[src/rtl/spi_mult_master_pkg.sv]
// Shared types and sizing helpers for the multiplier-peripheral SPI master.
package spi_mult_master_pkg;

  typedef enum logic [2:0] {
    ST_IDLE = 3'd0,
    ST_LEAD = 3'd1,
    ST_SEND = 3'd2,
    ST_GAP  = 3'd3,
    ST_RECV = 3'd4,
    ST_DONE = 3'd5
  } state_t;

  function automatic int max3(input int x, input int y, input int z);
    int m;
    m = (x > y) ? x : y;
    return (m > z) ? m : z;
  endfunction

  // Bits needed to hold 0..maxv without wrapping.
  function automatic int cnt_width(input int maxv);
    return (maxv <= 1) ? 1 : $clog2(maxv + 1);
  endfunction

endpackage

[src/rtl/spi_clkgen.sv]
// sclk divider: toggles every CLK_DIV clk cycles while enabled, held low otherwise.
// rise/fall mark the clk cycle whose closing edge moves sclk.
module spi_clkgen #(
  parameter int CLK_DIV = 2
) (
  input  logic clk,
  input  logic reset,
  input  logic en,
  output logic sclk,
  output logic rise,
  output logic fall
);

  localparam int DW = (CLK_DIV > 1) ? $clog2(CLK_DIV) : 1;
  localparam logic [DW-1:0] DIV_LAST = DW'(CLK_DIV - 1);
  localparam logic [DW-1:0] DIV_ONE  = DW'(1);

  logic [DW-1:0] div_cnt_r;
  logic          sclk_r;
  logic          tick_s;

  // Toggle strobes for the current cycle.
  always_comb begin
    tick_s = en && (div_cnt_r == DIV_LAST);
    rise   = tick_s && !sclk_r;
    fall   = tick_s && sclk_r;
  end

  // Divider counter and serial clock register.
  always_ff @(posedge clk) begin
    if (reset) begin
      div_cnt_r <= '0;
      sclk_r    <= 1'b0;
    end else if (!en) begin
      div_cnt_r <= '0;
      sclk_r    <= 1'b0;
    end else if (tick_s) begin
      div_cnt_r <= '0;
      sclk_r    <= ~sclk_r;
    end else begin
      div_cnt_r <= div_cnt_r + DIV_ONE;
    end
  end

  assign sclk = sclk_r;

endmodule

[src/rtl/spi_mult_master.sv]
// SPI master framing one multiply transaction: lead-in, operand shift-out,
// multiply gap, product shift-in, then a one-cycle done pulse.
module spi_mult_master
  import spi_mult_master_pkg::*;
#(
  parameter int WIDTH       = 4,
  parameter int CLK_DIV     = 2,
  parameter int LEAD_CYCLES = 1,
  parameter int GAP_CYCLES  = 12
) (
  input  logic               clk,
  input  logic               reset,
  input  logic               req,
  input  logic [WIDTH-1:0]   a,
  input  logic [WIDTH-1:0]   b,
  output logic               busy,
  output logic               done,
  output logic [2*WIDTH-1:0] result,
  output logic               sclk,
  output logic               cs,
  output logic               mosi,
  input  logic               miso
);

  localparam int FW = 2 * WIDTH;
  localparam int CW = cnt_width(max3(LEAD_CYCLES, GAP_CYCLES, FW));
  localparam logic [CW-1:0] LEAD_LAST  = CW'(LEAD_CYCLES);
  localparam logic [CW-1:0] GAP_LAST   = CW'(GAP_CYCLES);
  localparam logic [CW-1:0] FRAME_LAST = CW'(FW);
  localparam logic [CW-1:0] CNT_ONE    = CW'(1);

  state_t          state_r;
  logic [FW-1:0]   tx_r;
  logic [FW-1:0]   rx_r;
  logic [FW-1:0]   result_r;
  logic [CW-1:0]   cnt_r;
  logic            cs_r;
  logic            mosi_r;
  logic            busy_r;
  logic            done_r;
  logic            clk_en_s;
  logic            rise_s;
  logic            fall_s;
  logic            sclk_s;

  // sclk runs only while the frame is on the wire.
  always_comb begin
    clk_en_s = (state_r != ST_IDLE) && (state_r != ST_DONE);
  end

  spi_clkgen #(
    .CLK_DIV(CLK_DIV)
  ) u_clkgen (
    .clk  (clk),
    .reset(reset),
    .en   (clk_en_s),
    .sclk (sclk_s),
    .rise (rise_s),
    .fall (fall_s)
  );

  // Transaction FSM; phase changes happen on sclk falls so sclk ends each phase low.
  always_ff @(posedge clk) begin
    if (reset) begin
      state_r  <= ST_IDLE;
      tx_r     <= '0;
      rx_r     <= '0;
      result_r <= '0;
      cnt_r    <= '0;
      cs_r     <= 1'b0;
      mosi_r   <= 1'b0;
      busy_r   <= 1'b0;
      done_r   <= 1'b0;
    end else begin
      done_r <= 1'b0;
      case (state_r)
        ST_IDLE: begin
          if (req) begin
            tx_r    <= {a, b};
            rx_r    <= '0;
            cnt_r   <= '0;
            cs_r    <= 1'b1;
            busy_r  <= 1'b1;
            state_r <= ST_LEAD;
          end
        end
        ST_LEAD: begin
          if (rise_s) begin
            cnt_r <= cnt_r + CNT_ONE;
          end else if (fall_s && (cnt_r == LEAD_LAST)) begin
            mosi_r  <= tx_r[FW-1];
            cnt_r   <= '0;
            state_r <= ST_SEND;
          end
        end
        ST_SEND: begin
          if (rise_s) begin
            cnt_r <= cnt_r + CNT_ONE;
          end else if (fall_s) begin
            if (cnt_r == FRAME_LAST) begin
              mosi_r  <= 1'b0;
              cnt_r   <= '0;
              state_r <= (GAP_CYCLES == 0) ? ST_RECV : ST_GAP;
            end else begin
              mosi_r <= tx_r[FW-2];
              tx_r   <= {tx_r[FW-2:0], 1'b0};
            end
          end
        end
        ST_GAP: begin
          if (rise_s) begin
            cnt_r <= cnt_r + CNT_ONE;
          end else if (fall_s && (cnt_r == GAP_LAST)) begin
            cnt_r   <= '0;
            state_r <= ST_RECV;
          end
        end
        ST_RECV: begin
          // Product arrives MSB first, sampled on the rise.
          if (rise_s) begin
            rx_r  <= {rx_r[FW-2:0], miso};
            cnt_r <= cnt_r + CNT_ONE;
          end else if (fall_s && (cnt_r == FRAME_LAST)) begin
            cs_r    <= 1'b0;
            cnt_r   <= '0;
            state_r <= ST_DONE;
          end
        end
        ST_DONE: begin
          result_r <= rx_r;
          done_r   <= 1'b1;
          busy_r   <= 1'b0;
          state_r  <= ST_IDLE;
        end
        default: begin
          cs_r    <= 1'b0;
          mosi_r  <= 1'b0;
          busy_r  <= 1'b0;
          cnt_r   <= '0;
          state_r <= ST_IDLE;
        end
      endcase
    end
  end

  assign sclk   = sclk_s;
  assign cs     = cs_r;
  assign mosi   = mosi_r;
  assign busy   = busy_r;
  assign done   = done_r;
  assign result = result_r;

endmodule

[config.mk]
export PLATFORM = sky130hd
export DESIGN_NAME = spi_mult_master
export DESIGN_NICKNAME = d
export VERILOG_FILES = /design/src/rtl/spi_mult_master_pkg.sv /design/src/rtl/spi_clkgen.sv /design/src/rtl/spi_mult_master.sv
export SDC_FILE = /design/constraint.sdc
export NUM_CORES = 1
export LEC_CHECK = 0
export BUFFER_PORTS_ARGS = -buffer_cell sky130_fd_sc_hd__buf_2
export CORE_ASPECT_RATIO = 0.5
export CORE_MARGIN = 3
export CORE_UTILIZATION = 35
export DETAILED_ROUTE_END_ITERATION = 12
export PLACE_DENSITY = 0.53
export SLEW_MARGIN = 5
export SYNTH_ARGS = -nofsm -noshare
export SYNTH_HDL_FRONTEND = slang
export SYNTH_SLANG_ARGS = --single-unit
[constraint.sdc]
create_clock -name clk -period 1.6 [get_ports clk]
set_input_delay 0.32 -clock clk [delete_from_list [all_inputs] [get_ports clk]]
set_output_delay 0.32 -clock clk [all_outputs]
set_load 0.01 [all_outputs]
==> results_dict.tcl, run 1 <==
set metrics [dict create \
    yosysTopAreaCellShare_pct 40.30 \
    tns_ns -0.07121 \
    crit_chain "inv_4 -> ha_4 -> nor3b_4 -> or3b_4 -> a221o_1 -> a21oi_2" \
    p_total_mw 2.131 \
    timing.final.crit_share_pct 103.2 \
    grt-ovfl-total 0 \
    synth-seq-cells 37 \
    grtUsageTotal_pct 15.06 \
    r2r_start "cnt_r[1]" \
    synth-main-ff-cell "dfxtp_1" \
    drive_above_1_share_pct 38.85 \
    ios 25 \
    wl_met3_um 180 \
    p_per_area_mw_per_mm2 850.2 \
    cts_tree "done" \
    port_buffers 24 \
    multi_input_area_mm2 0.001120 \
    status "finished with violations" \
    clk_latency_ns 0.30 \
    synth_area_leader_cell "dfxtp_1" \
    cts_made_buffers 5 \
    grt_pass1_wl_um 7293 \
    drt-pass1-iter-count 4 \
    syn_avg_cell_area_um2 8.837 \
    final_cells 326 \
    root_buffer "clkbuf_8" \
    routed_wirelength_um 4575 \
    holdPathEnd "tx_r[0]" \
    die_h_um 57.24 \
    crit_arrival_ns 1.90 \
    hold_path.class "input port to register" \
    initial_core_util_pct 38.92 \
    yosysUniqueCellTypes 42 \
    crit_family "simple AND/OR/NAND/NOR gates" \
    slew_headroom_pct 75.77 \
    wl_per_cell_um 14.03 \
    cp.buffers_inverters 1 \
    synth_area_mm2 0.001838 \
    grt_max_degree 33 \
    path_clk_slew_ns 0.09 \
    synth_edf_count 0 \
    drc 0 \
    grt_pass1_vias 1528 \
    final_nets 274 \
    worstSetupStartpointType "register" \
    met1_length_um 2332 \
    synth_fp_nets 223 \
    placementRows 17 \
    worst-r2r-cell-count 6 \
    p_leak_nw 0.9938 \
    top_layer "met4" \
    finClkSkew_ns 0.01538 \
    dp_hpwl_um 3229 \
    cp_slowest_stage_delay_ns 0.41 \
    n_fill_cell 476 \
    rsz0062_at_grt "yes" \
    cts_buffer_depth 2 \
    worst_pin_slew_ns 0.3634 \
    finalHoldViolCount 0 \
    report.final.slew_viol_count 0 \
    reg2reg_to "mosi" \
    regArea_um2 753.2 \
    ys_warn_count 0 \
    drtIter0Drc 89 \
    area_growth_pct 36.35 \
    via_count 1695 \
    cp.depth 6 \
    fp.coreArea_mm2 0.004722 \
    yosysMostFrequentCell "dfxtp_1" \
    setup-violations-final 2 \
    place_ws_ns -0.06419 \
    seq_area_frac_synth_pct 40.30 \
    maxCapViolCount 0 \
    grt_antenna_before_repair 0 \
    postRouteAntennaNets 0 \
    path_max_fanout 3 \
    netlist_top_cells_count "37 x dfxtp_1, 25 x a21oi_1, 16 x mux2i_1" \
    die_w_um 108.5 \
    netlist_instances 208 \
    period_needed_ns 1.651 \
    hp-start "b[0]" \
    n_antenna_cell 0 \
    crit_type "register to register" \
    globalplace.congestion 0.8628 \
    hold_depth 3 \
    async_flop_share_pct 0 \
    fin_util_pct 53.07 \
    violations "setup timing" \
    setup_slack_ns -0.05111 \
    netlist_top_cells_area "dfxtp_1 40%, mux2i_1 8.7%, a21oi_1 6.8%" \
    fmax_mhz 605.7 \
    met2_length_um 1992 \
    place_inst 315 \
    cts_max_level 2 \
    clkSinkCount 37 \
    die-area_mm2 0.006210 \
    cp_slowest_cell "or3b_4" \
    viasPerCell 5.199 \
    critPathRequiredTime_ns 1.84 \
    worstSetupEndpointType "register" \
    ir_drop_mv 0.3379 \
    r2r_setup_slack_ns -0.05 \
]
==> power by group <==
| part | switching [mW] | internal (mW) |
|---|---|---|
| Sequential | 0.0239 | 0.952 |
| Clock | 0.360 | 0.467 |
| Combinational | 0.172 | 0.156 |
| Total | 0.556 | 1.57 |
==> repair_timing <==
| action | in CTS | in global routing |
|---|---|---|
| setup endpoints to repair | 8 | 17 |
| buffers inserted | 0 | 2 |
| resized for setup | 13 | 25 |
| pin swaps | 4 | 8 |
| hold buffers | 0 | 0 |
| gates cloned | 0 | 1 |
==> layer usage <==
layer  global-route usage (%)  up-vias
met3                    4.068        5
li1                         -      861
met1                    20.99      800
met5                        0        -
met2                    21.60       29
met4                    7.014        0
==> worst max-delay path by stage <==
stage	from	to	slack (ns)
after detailed placement	cnt_r[1]	state_r[1]	-0.06
after global routing	cnt_r[1]	mosi	-0.10
final	cnt_r[1]	mosi	-0.05
after CTS	cnt_r[1]	mosi	-0.04
after global placement	state_r[1]	cnt_r[0]	-0.05
after floorplan	state_r[1]	tx_r[5]	0.02
==> logic make-up after synthesis <==
family / after synthesis / share of synthesized area [%]
compound gates: 62 / 22.47
fa+ha+maj: 3 / 2.042
simple gates: 66 / 19.88
flops: 37 / 40.30
mux: 17 / 9.326
buf+inv: 21 / 5.037
xor+xnor: 2 / 0.9532
==> metrics by stage <==
stage | hold WS (ns) | instance area (um2)
finish | 0.2843 | 2506
global route | 0.2783 | 2506
CTS | 0.2638 | 2389
detailed placement | 0.4593 | 2222
global placement | 0.4461 | 2222
floorplan | 0.4312 | 1846
==> sequential cells by signal, indices dropped and copies added, names as in the netlist, 3 cells and up <==
signal   count
cnt_r        4
state_r      3
rx_r         8
tx_r         8
result       8
==> tightest hold or removal path, cell delays in order <==
cell and delay (ns):
buf_2 0.09, nand2_1 0.07, a21oi_2 0.05
==> cells in the final DEF (no fill, tap or decap), types with 4 or more instances in the layout <==
cell      instances
a21oi_1          21
a21oi_2           6
buf_6             7
a311oi_1          9
nand3b_1          4
dfxtp_2           4
buf_2            25
nor2_1           14
clkbuf_8          5
mux2i_1          16
buf_4            28
o21ai_0           7
nand3_1          11
nand2b_1          6
nand2_1          15
dfxtp_1          31
==> layout make-up <==
class / instances / share of cell area (%)
multi-input combinational: 150 / 44.68
sequential: 37 / 30.05
timing repair buffer: 60 / 16.53
tap: 66 / 3.295
clock buffer: 5 / 2.746
clock inverter: 3 / 1.847
inverter: 5 / 0.8487
Note: power is estimated with default switching activity, not from simulation.
==> run 2, diff against run 1 <==
--- a/config.mk
+++ b/config.mk
@@ -6,11 +6,13 @@
 export NUM_CORES = 1
 export LEC_CHECK = 0
 export BUFFER_PORTS_ARGS = -buffer_cell sky130_fd_sc_hd__buf_2
+export CAP_MARGIN = 0
 export CORE_ASPECT_RATIO = 0.5
 export CORE_MARGIN = 3
 export CORE_UTILIZATION = 35
 export DETAILED_ROUTE_END_ITERATION = 12
-export PLACE_DENSITY = 0.53
+export GPL_ROUTABILITY_DRIVEN = 1
+export PLACE_DENSITY = 0.51
 export SLEW_MARGIN = 5
 export SYNTH_ARGS = -nofsm -noshare
 export SYNTH_HDL_FRONTEND = slang
==> constraint.sdc (replaced) <==
create_clock -name clk -period 2.1 [get_ports clk]
set_input_delay 0.42 -clock clk [delete_from_list [all_inputs] [get_ports clk]]
set_output_delay 0.42 -clock clk [all_outputs]
set_load 0.01 [all_outputs]
==> run 2 against run 1 <==
Effect of this change: the run now ends clean; sequential power decreased by 23%; setup slack gained 0.26 ns; critical endpoint is now state_r[0]; sequential share of layout area rose by 4.4 points; cell count fell by 8.0%; largest cell class unchanged.
==> results_dict.tcl, run 2 (synthesized netlist as in run 1, its figures left out) <==
set metrics [dict create \
    setup-violations-final 0 \
    startpoint "cnt_r[0]" \
    cp_slowest_cell "nor4b_1" \
    port_buffers 24 \
    drive_above_1_share_pct 20.94 \
    layout_common_cells "37 x dfxtp_1, 25 x a21oi_1, 24 x buf_2" \
    globalplace.congestion 0.7518 \
    cp.depth 5 \
    reg2reg_to "state_r[0]" \
    combPwrFrac_pct 12.5 \
    clkSinkCount 37 \
    cts_tree "done" \
    period_needed_ns 1.887 \
    cp.buffers_inverters 0 \
    drtIter0Drc 61 \
    clk_latency_ns 0.29 \
    fmax_mhz 529.9 \
    grt.met2_usage_pct 18.35 \
    whs_ns 0.3632 \
    p_clk_share_pct 36.1 \
    fp.coreArea_mm2 0.004722 \
    drt-pass1-iter-count 4 \
    crit_type "register to register" \
    path_clk_slew_ns 0.07 \
    mostFrequentLayoutCell "dfxtp_1" \
    final_nets 248 \
    grt_use_met1_pct 19.59 \
    worst-r2r-cell-count 5 \
    slew_headroom_pct 65.53 \
    grtUsageTotal_pct 13.43 \
    die_h_um 57.24 \
    grtUsageMet3_pct 4.520 \
    wl_per_cell_um 13.47 \
    p_total_mw 1.460 \
    worst_pin_slew_ns 0.5117 \
    placementRows 17 \
    seqPwrFrac_pct 51.4 \
    grt_antenna_before_repair 0 \
    die-area_mm2 0.006210 \
    r2r_setup_slack_ns 0.21 \
    hold_buffers 0 \
    switching_share_pct 26.41 \
    cts_max_level 2 \
    grt-ovfl-total 0 \
    p_per_area_mw_per_mm2 678.9 \
    p_int_mw 1.075 \
    p_leak_nw 0.8266 \
    report.final.slew_viol_count 0 \
    root_buffer "clkbuf_8" \
    path_max_fanout 7 \
    timing.final.crit_share_pct 89.87 \
    crit_family "simple AND/OR/NAND/NOR gates" \
    die_w_um 108.5 \
    drc 0 \
    ir_drop_mv 0.2670 \
    cts_buffer_depth 2 \
    postRouteAntennaNets 0 \
    finalHoldViolCount 0 \
    cts_setup_buffers 0 \
    routed_wirelength_um 4041 \
    hold_path.class "input port to register" \
    cp_slowest_stage_delay_ns 0.51 \
    rsz0062_at_grt "no" \
    cts_made_buffers 5 \
    status "complete, no violations" \
    cts_resized 0 \
    p_sw_mw 0.3856 \
    setup_slack_ns 0.2128 \
    n_fill_cell 490 \
    worstSetupStartpointType "register" \
    tns_ns 0 \
    worstSetupEndpointType "register" \
    grt_pass1_vias 1379 \
    ios 25 \
    area_growth_pct 17.02 \
    n_antenna_cell 0 \
    finClkSkew_ns 0.004091 \
    grt_max_degree 22 \
    maxCapViolCount 0 \
    crit_chain "ha_1 -> nor3b_1 -> nor2_1 -> nor4b_1 -> mux2i_1" \
    critPathRequiredTime_ns 2.31 \
    initial_core_util_pct 38.92 \
    r2r_start "cnt_r[0]" \
    crit_end "state_r[0]" \
    busiest_layer "met1" \
    crit_arrival_ns 2.09 \
    via_count 1556 \
    viasPerCell 5.187 \
    dp_hpwl_um 2775 \
    place_ws_ns 0.2094 \
    grt_pass1_wl_um 6617 \
]
-- run 2: cell types whose count changed in the layout (fill, tap and decap cells not counted), moves of 3 or more --
cell,previous run,this run
buf_4,28,9
buf_6,7,0
dfxtp_1,31,37
a21oi_1,21,25
a21oi_2,6,2
dfxtp_2,4,0
or3b_4,3,0
-- run 2: worst min path at each step --
stage                       start       to  slack, ns  depth (start not counted)
after global placement    rx_r[7]  rx_r[7]       0.44                          2
after global routing         b[0]  tx_r[0]       0.37                          3
after detailed placement  rx_r[7]  rx_r[7]       0.45                          2
after floorplan           rx_r[7]  rx_r[7]       0.43                          2
after CTS                    b[0]  tx_r[0]       0.36                          3
final                        b[0]  tx_r[0]       0.36                          3
-- run 2: power groups by stage --
stage,logic [mW],clock network [mW],registers [mW]
5_1_grt,0.201,0.575,0.755
3_5_place_dp,0.182,0,0.767
3_3_place_gp,0.181,0,0.766
6_report,0.182,0.527,0.751
4_1_cts,0.183,0.551,0.750
2_1_floorplan,0.131,0,0.758
-- run 2: layer usage --
metal | wire length [um] | share of wire (%)
met4 | 40 | 0.99
met2 | 1664 | 41
met5 | 0 | 0
met3 | 194 | 4.8
met1 | 2141 | 53
-- run 2: metrics by stage --
step	utilization [%]	instances	area [um2]
finish	45.55	300	2151
global route	45.55	300	2151
CTS	45.55	300	2151
detailed placement	43.51	292	2054
global placement	43.51	292	2054
floorplan	-	208	1838
-- run 2: cell type report --
class	instances	area, um2	area share, %
Multi-Input combinational cell	150	1005	46.71
Sequential cell	37	740.7	34.44
Timing Repair Buffer	34	207.7	9.657
Clock buffer	6	82.58	3.839
Tap cell	66	82.58	3.839
Inverter	5	18.77	0.8726
Clock inverter	2	13.76	0.6399
-- run 2: worst min-delay path: stages --
cell and delay, ns:
buf_2 0.10, nand2_1 0.05, a21oi_1 0.05
